`src/rtl/input_conditioner.sv`:
```
// Per-pin synchroniser and debouncer for the MC14500B wrapper inputs.
// Emits debounced levels, one-cycle rise/fall pulses and sticky event flags.
module input_conditioner #(
  parameter int INPUT_SIZE      = 5,
  parameter int DEBOUNCE_CYCLES = 8,
  parameter int CNT_WIDTH       = 8
) (
  input  logic                  clk,
  input  logic                  reset,
  input  logic [INPUT_SIZE-1:0] raw_pins,
  input  logic                  tick,
  input  logic [INPUT_SIZE-1:0] clear_events,
  output logic [INPUT_SIZE-1:0] clean_pins,
  output logic [INPUT_SIZE-1:0] rise,
  output logic [INPUT_SIZE-1:0] fall,
  output logic [INPUT_SIZE-1:0] events
);

  localparam logic [CNT_WIDTH-1:0] CNT_LAST = CNT_WIDTH'(DEBOUNCE_CYCLES - 1);

  logic [INPUT_SIZE-1:0] s0;
  logic [INPUT_SIZE-1:0] s1;
  logic [INPUT_SIZE-1:0] stable;
  logic [INPUT_SIZE-1:0] mismatch;
  logic [INPUT_SIZE-1:0] commit;
  logic [CNT_WIDTH-1:0]  cnt     [INPUT_SIZE];
  logic [CNT_WIDTH-1:0]  cnt_nxt [INPUT_SIZE];

  // A commit only happens on a mismatch, so toggling stable lands it on s1.
  always_comb begin
    for (int i = 0; i < INPUT_SIZE; i++) begin
      mismatch[i] = s1[i] ^ stable[i];
      commit[i]   = mismatch[i] & tick & (cnt[i] == CNT_LAST);
      cnt_nxt[i]  = cnt[i];
      if (!mismatch[i])
        cnt_nxt[i] = '0;
      else if (tick) begin
        if (commit[i])
          cnt_nxt[i] = '0;
        else
          cnt_nxt[i] = cnt[i] + CNT_WIDTH'(1);
      end
    end
  end

  always_ff @(posedge clk or negedge reset) begin
    if (!reset) begin
      s0     <= '0;
      s1     <= '0;
      stable <= '0;
      rise   <= '0;
      fall   <= '0;
      events <= '0;
      for (int i = 0; i < INPUT_SIZE; i++)
        cnt[i] <= '0;
    end else begin
      s0     <= raw_pins;
      s1     <= s0;
      stable <= stable ^ commit;
      rise   <= commit & s1;
      fall   <= commit & ~s1;
      // Set wins over a same-cycle clear.
      events <= commit | (events & ~clear_events);
      for (int i = 0; i < INPUT_SIZE; i++)
        cnt[i] <= cnt_nxt[i];
    end
  end

  assign clean_pins = stable;

endmodule

```
`config.mk`:
```
export PLATFORM = sky130hd
export DESIGN_NAME = input_conditioner
export DESIGN_NICKNAME = d
export VERILOG_FILES = /design/src/rtl/input_conditioner.sv
export SDC_FILE = /design/constraint.sdc
export NUM_CORES = 1
export LEC_CHECK = 0
export CORE_UTILIZATION = 56
export DETAILED_ROUTE_END_ITERATION = 8
export GPL_TIMING_DRIVEN = 0
export PLACE_DENSITY = 0.86
export SLEW_MARGIN = 20
export SYNTH_ARGS = -nofsm -noshare
export SYNTH_HDL_FRONTEND = slang
export SYNTH_SLANG_ARGS = --single-unit
```
`constraint.sdc`:
```
create_clock -name clk -period 2.14 [get_ports clk]
set_clock_uncertainty 0.1 [all_clocks]
set_input_delay 0.214 -clock clk [delete_from_list [all_inputs] [get_ports clk]]
set_output_delay 0.214 -clock clk [all_outputs]
set_load 0.01 [all_outputs]
```
==> results summary, run 1 <==
The height of the chip is 77.45 um. Wires add up to 5945 um. The footprint of the flip-flops and latches is 1752 um^2. The maximum operating frequency came out at 0.5237 GHz.

Counting the buffers created by CTS gives 9. The post-synthesis async set-or-reset flop share came out at 100.0%. The share of post-route cells with drive strength above 1 came out at 8.455%. The buffer levels on the longest clock path is 2. The pin count of the biggest net entering global routing came out at 41. The number of antenna diodes is 0.

The total power consumption of the routed design came out at 2.434 mW. The sequential-to-total area share from yosys stat is 54.95%. The predominant post-synthesis flop cell is sky130_fd_sc_hd__dfrtp_1. The most frequent cell after synthesis is sky130_fd_sc_hd__dfrtp_1.

The number of standard cells after synthesis came out at 294. The number of fill cells is 415. The area inside the core boundary is 5507 um^2. The relative max-transition margin came out at 60.32%. The maximum fanout along the worst path came out at 6. After global routing the overflow that remains totals 0. The total vias in the final route came out at 2373. The post-layout instance count excluding filler cells came out at 415.

The number of antenna violations at the first check in global routing is 0. Post-CTS repair changed the size of 0 cells. The final clock period utilization by the worst path is 89.23%.

In this run the worst hold path is classified as input pin to flop. Synthesis produced a netlist with a net count of 315. The global router's overall resource usage is 21.79%. The number of pins exceeding their max-slew limit in the final report came out at 0. Sorting the synthesized cells by area gives the leading types as sky130_fd_sc_hd__dfrtp_1 (55%), sky130_fd_sc_hd__nor2_1 (4.1%), sky130_fd_sc_hd__xnor2_1 (3.8%). During synthesis, Yosys emitted a total of 0 warnings.

CTS placed an instance of sky130_fd_sc_hd__clkbuf_8 at the clock tree root. The minimum period implied by the final worst setup slack came out at 1.910 ns. The synthesized netlist occupies a cell area of 3188 um^2. The run finished with clean final reports. The die covers 5999 um^2. The average cell area after synthesis came out at 10.84 um^2. The critical path is of the flop to flop type. After detailed placement, the design holds a cell count of 398.

The last weighted congestion value of the routability-driven placer came out at 0.8006. The leakage power of the design came out at 1.694 nW. The worst endpoint data arrival time is 2.08 ns. The share of the synthesized area in the top cell type is 54.95%. The worst setup path is launched from a flop. Yosys mapped the design onto 41 distinct sky130hd cell types. The post-layout net count came out at 359. From left edge to right edge, the die measures 77.45 um.

The max-capacitance violation count came out at 0. The effective utilization at floorplan came out at 57.90%. The remaining antenna violation count after routing is 0. Synthesis inferred 70 register bits. The length of the first detailed-routing pass in iterations is 4. The wire length of the first global-routing pass is 10270 um.

Setup repair after global routing left no endpoint under its margin. Relative to the synthesized area, the layout overhead comes to 18.68%. The via count of the first global-routing pass came out at 2309. Dividing total power by cell area gives a power density of 643.2 nW/um^2.

In the routed design, unresolved DRC markers number 0. TritonCTS built the clock tree. The number of I/O pins is 33. The clock transition at the registers of the reported paths is 0.07 ns. The HPWL after detailed placement is 4057 um. The total of buffers placed on input and output ports came out at 31. The multi-input gate area in the final layout came out at 1360 um^2. The transition at the pin with the smallest max-transition slack came out at 0.5909 ns. For the worst-skew pair, the clock arrives at the later sink with an insertion delay of 0.34 ns.

The number of endpoints failing setup at the final stage came out at 0. The required time of the critical path is 2.31 ns. The number of hold violations in the final report is 0. The routed wire length per instance came out at 14.33 um. The number of clock sinks seen by CTS came out at 70. The initial DRC count came out at 136.

The floorplan has 27 rows. The top cell type by total area after synthesis is sky130_fd_sc_hd__dfrtp_1. The synthesized design contains 0 enable-type register cells.

The H-tree was split into 3 levels. The post-detailed-route via-to-cell ratio is 5.718. By count the netlist is led by sky130_fd_sc_hd__dfrtp_1 (70), sky130_fd_sc_hd__nor2_1 (35), sky130_fd_sc_hd__nand2_1 (22), sky130_fd_sc_hd__nand3_1 (22), sky130_fd_sc_hd__xnor2_1 (14). The nature of the critical path endpoint is a flop. IR analysis of the VDD net gives a maximum drop of 0.4956 mV.
==> path summary, 6_finish.rpt <==
path,depth (start not counted),end,slack [ns],start
setup / recovery,5,cnt[30],0.23,cnt[24]
hold / removal,3,fall[1],0.13,tick
setup reg to reg,5,cnt[30],0.23,cnt[24]
hold reg to reg,0,s1[1],0.25,s0[1]
max in group asynchronous,3,cnt[1],1.17,reset
min in group asynchronous,2,cnt[39],0.23,reset
==> stage by stage <==
stage	area, um^2	setup TNS, ns	utilization, %	worst slack, ns	hold WS [ns]
6_report	3784	0	68.71	0.2304	0.1326
5_1_grt	3784	0	68.71	0.1192	0.1469
4_1_cts	3784	0	68.71	0.2368	0.1224
3_5_place_dp	3606	0	65.49	0.2550	0.06579
3_3_place_gp	3588	-106.37	65.17	-1.522	0.2331
2_1_floorplan	3188	0	-	0.4032	-0.1816
==> cell type report <==
cell class                 count  area share (%)
clock buffer                  12           3.836
inverter                      13           1.290
multi-input combinational    206           35.95
tap                           72           2.381
sequential                    70           46.30
clock inverter                 4          0.5952
buffer                         5          0.7275
timing repair buffer          33           8.929
==> kinds of logic after synthesis <==
kind of cell	count (synthesis)	synth area share, %
AOI/OAI and AO/OA	53	12.28
xor gates and xnor gates	23	6.319
adders and majority gates	8	3.140
buffers and inverters	18	2.394
DFF	70	54.95
muxes	7	2.433
and+or+nand+nor	115	18.49
==> registers in the layout, summed over array words and instances (netlist names) <==
signal and cells:
s1 5, clean_pins 5, fall 5, s0 5, cnt 40, events 5
rise 5
==> report_power, final <==
part | switching (mW) | internal [mW] | leakage [nW]
combinational | 0.0891 | 0.0607 | 0.660
clock | 0.461 | 0.447 | 0.0861
sequential | 0.0277 | 1.35 | 0.948
total | 0.577 | 1.86 | 1.69
==> worst max-delay path, cell delays in order (launching register included) <==
cell	delay [ns]
sky130_fd_sc_hd__dfrtp_1	0.44
sky130_fd_sc_hd__ha_1	0.27
sky130_fd_sc_hd__and4bb_1	0.23
sky130_fd_sc_hd__a211o_1	0.35
sky130_fd_sc_hd__or3_1	0.37
sky130_fd_sc_hd__o21ai_1	0.08
==> repair_timing <==
item,4_1_cts,5_1_grt
hold buffers,1,0
setup buffers,0,0
hold endpoints to repair,30,0
==> placed cells by master (no fill, tap or decap), drive strengths merged, types with 10 or more instances in the layout <==
cell	instances
inv	13
o21ai	16
nand3	22
nor2	36
clkdlybuf4s50	30
clkbuf	15
a21oi	10
dfrtp	70
nand2	23
xnor2	14
a22o	12
==> metal layers <==
metal / global-route usage (%) / part of all wire, % / up-vias
met4: 5.283 / 1.4 / 0
met3: 7.412 / 5.4 / 8
li1: - / - / 1130
met1: 26.51 / 44 / 1163
met2: 37.17 / 49 / 72
met5: 0 / 0 / -
No activity file was read; power rests on OpenSTA's default activity.
==> inputs of run 2 (changes only) <==
==> constraint.sdc (replaced) <==
create_clock -name clk -period 2.14 [get_ports clk]
set_clock_uncertainty 0.1 [all_clocks]
set_input_delay 0.214 -clock clk [delete_from_list [all_inputs] [get_ports clk]]
set_output_delay 0.214 -clock clk [all_outputs]
set_load 0.02 [all_outputs]
==> results of run 2 <==
Same layout as run 1 (identical final DEF). Status: finished, final reports clean.
==> inputs of run 3 (changes only) <==
--- a/config.mk
+++ b/config.mk
@@ -5,11 +5,10 @@
 export SDC_FILE = /design/constraint.sdc
 export NUM_CORES = 1
 export LEC_CHECK = 0
-export CORE_UTILIZATION = 56
+export CORE_UTILIZATION = 60
 export DETAILED_ROUTE_END_ITERATION = 8
 export GPL_TIMING_DRIVEN = 0
-export PLACE_DENSITY = 0.86
-export SLEW_MARGIN = 20
+export PLACE_DENSITY = 0.91
 export SYNTH_ARGS = -nofsm -noshare
 export SYNTH_HDL_FRONTEND = slang
 export SYNTH_SLANG_ARGS = --single-unit
==> constraint.sdc (replaced) <==
create_clock -name clk -period 2.27 [get_ports clk]
set_clock_uncertainty 0.1 [all_clocks]
set_input_delay 0.227 -clock clk [delete_from_list [all_inputs] [get_ports clk]]
set_output_delay 0.227 -clock clk [all_outputs]
set_load 0.02 [all_outputs]
==> run 3 against run 2 <==
Maximum frequency is essentially flat. Sequential cell count unchanged. Clock-buffer cell count is 2 lower. Global-route usage is 2.5 points higher. Via count is 1.2% lower. Critical endpoint is now cnt[31].
==> results summary, run 3 (synthesis gave the netlist of run 1 again) <==
For the worst flop-to-flop path, the logic depth is 5. The via count of the first global-routing pass is 2284. The class of the tightest hold or removal check is input pin to flop. The worst-case register-to-register setup slack is 0.36 ns. The library cells used most frequently in the layout, excluding fill and tap cells, are sky130_fd_sc_hd__dfrtp_1 (70), sky130_fd_sc_hd__nor2_1 (35), sky130_fd_sc_hd__clkdlybuf4s50_1 (30).

The worst endpoint data arrival time is 2.07 ns. The endpoint identified for the worst register-to-register timing path is cnt[31]. The HPWL after detailed placement came out at 4118 um. At the end of the flow, the number of nets in the layout was 358. Buffers placed on the I/O ports in this run total 31. The most flop-heavy register is cnt. Routability-driven placement finished with a final weighted congestion of 0.9023.

The maximum operating frequency is 0.5240 GHz. The nature of the critical path endpoint is a flop. The clock reaches the later pin of the worst-skew pair after 0.34 ns. Entering global routing, the biggest net connects 71 pins.

For the final routed database, the setup TNS stands at 0 ns. The level count of the clock H-tree came out at 3. The area growth from synthesis to layout is 19.70%. The area of placed instances is 3583 um^2.

The worst ir drop on vdd came out at 0.5702 mV. Setup repair after global routing left no endpoint under its margin. The die covers 5609 um^2.

The worst path meets setup with 0.3614 ns of slack. The worst pin sits at a relative slew slack of 44.59%. The number of pins exceeding their max-slew limit in the final report came out at 0. The floorplan step set the die width to 74.90 um. The area inside the core boundary came out at 5107 um^2. The power density over the cells came out at 663.3 nW/um^2. The startpoint identified for the worst hold timing path is tick. The remaining antenna violation count after routing came out at 0. The number of fill cells came out at 381. The final clock period utilization by the worst path came out at 84.08%. The routed design has 5993 um of wire. The height of the chip is 74.90 um. The TritonCTS buffer count came out at 9. TritonCTS built the clock tree.

The flow ran to the end, and the final reports show no timing, DRC or antenna violations. The worst register-to-register path begins at cnt[24]. The transition at the pin with the smallest max-transition slack is 0.8312 ns. The share of post-route cells with drive strength above 1 is 8.772%. The number of I/O pins is 33. The count of standard-cell rows is 26. The clock passes through at most 2 buffers. The number of remaining DRC errors came out at 0.

The multi-input gate area in the final layout is 1360 um^2. The number of hold violations in the final report came to 0. The maximum fanout along the worst path came out at 6.

The post-detailed-route via-to-cell ratio is 5.689. The number of antenna diodes came out at 0. The number of antenna violations at the first check in global routing came out at 0. The leakage power of the design came out at 1.707 nW. The footprint of the flip-flops and latches is 1752 um^2. The register with the most flip-flops in the layout has 40 of them. The critical path is of the flop to flop type. The total grt overflow is 0.

The instance count along the most critical hold path came out at 3. The wire length of the first global-routing pass came out at 9936 um. After clock tree synthesis, the clock-pin slew on the worst setup and hold paths is 0.07 ns. Timing analysis after detailed placement gives a worst setup slack of 0.3558 ns. STA classifies the critical path startpoint as a flop. The number of clock sinks seen by CTS is 70. The length of the first detailed-routing pass in iterations is 4. The final instance area came out at 3816 um^2. The required time of the critical path came out at 2.43 ns.

The routed wire length per instance is 14.55 um. The end of the worst hold path is fall[1]. The routed layout has 2344 vias. Clock tree synthesis selected as its root buffer the cell sky130_fd_sc_hd__clkbuf_8. The max-capacitance violation count is 0.

The library cell used most frequently in the layout, excluding fill and tap cells, is sky130_fd_sc_hd__dfrtp_1. The initial DRC count is 109. The number of endpoints failing setup at the final stage came out at 0.

Across every metal layer, demand over resource in global routing totals 24.29%. The minimum period implied by the final worst setup slack is 1.909 ns. The effective utilization at floorplan is 62.42%. The total power consumption of the routed design came out at 2.531 mW.
==> run 3: cell types whose count changed in the layout (fill, tap and decap cells not counted) <==
cell,previous run,this run
sky130_fd_sc_hd__buf_12,1,0
sky130_fd_sc_hd__clkinvlp_4,1,2
sky130_fd_sc_hd__bufinv_16,0,2
sky130_fd_sc_hd__clkinv_2,3,2
sky130_fd_sc_hd__clkbuf_1,5,3
==> run 3: timing repair <==
item	CTS	global route
buffers inserted	0	0
resized for setup	0	0
hold buffers	1	0
hold endpoints to repair	70	0
==> run 3: worst max-delay path by stage <==
stage	startpoint	end	slack [ns]	cells after the start
after floorplan	cnt[24]	cnt[30]	0.53	5
after global placement	reset	events[4]	-1.38	1
after detailed placement	cnt[8]	cnt[12]	0.36	5
after CTS	cnt[8]	cnt[12]	0.35	5
after global routing	cnt[8]	cnt[12]	0.22	5
final	cnt[24]	cnt[31]	0.36	5
==> run 3: metal layers <==
metal | global-route usage [%] | wire length, um | vias to the layer above
met5 | 0 | 0 | -
met4 | 9.224 | 59 | 0
li1 | - | - | 1127
met2 | 41.64 | 3087 | 74
met1 | 27.89 | 2474 | 1136
met3 | 8.835 | 372 | 7
==> run 3: power breakdown <==
| part | switching [mW] | internal, mW |
|---|---|---|
| clock | 0.452 | 0.644 |
| combinational | 0.0835 | 0.0538 |
| sequential | 0.0268 | 1.27 |
==> run 3: stage by stage <==
stage          hold slack (ns)  util [%]  cells
4_1_cts                 0.1347     74.72    412
6_report                0.1448     74.72    412
5_1_grt                 0.1560     74.72    412
3_3_place_gp            0.2326     70.21    395
3_5_place_dp            0.2347     70.16    395
2_1_floorplan          -0.1686         -    294
==> run 3: cell type report <==
type,count,share of cell area (%)
Inverter,13,1.279
Clock inverter,6,2.230
Tap cell,70,2.295
Timing Repair Buffer,32,8.328
Multi-Input combinational cell,206,35.64
Buffer,5,0.7213
Sequential cell,70,45.90
Clock buffer,10,3.607
==> run 3: worst max-delay path, stage by stage (launching register included) <==
cell	delay, ns
sky130_fd_sc_hd__dfrtp_1	0.44
sky130_fd_sc_hd__ha_1	0.27
sky130_fd_sc_hd__and4bb_1	0.24
sky130_fd_sc_hd__a211o_1	0.34
sky130_fd_sc_hd__or3_1	0.36
sky130_fd_sc_hd__o21ai_1	0.09
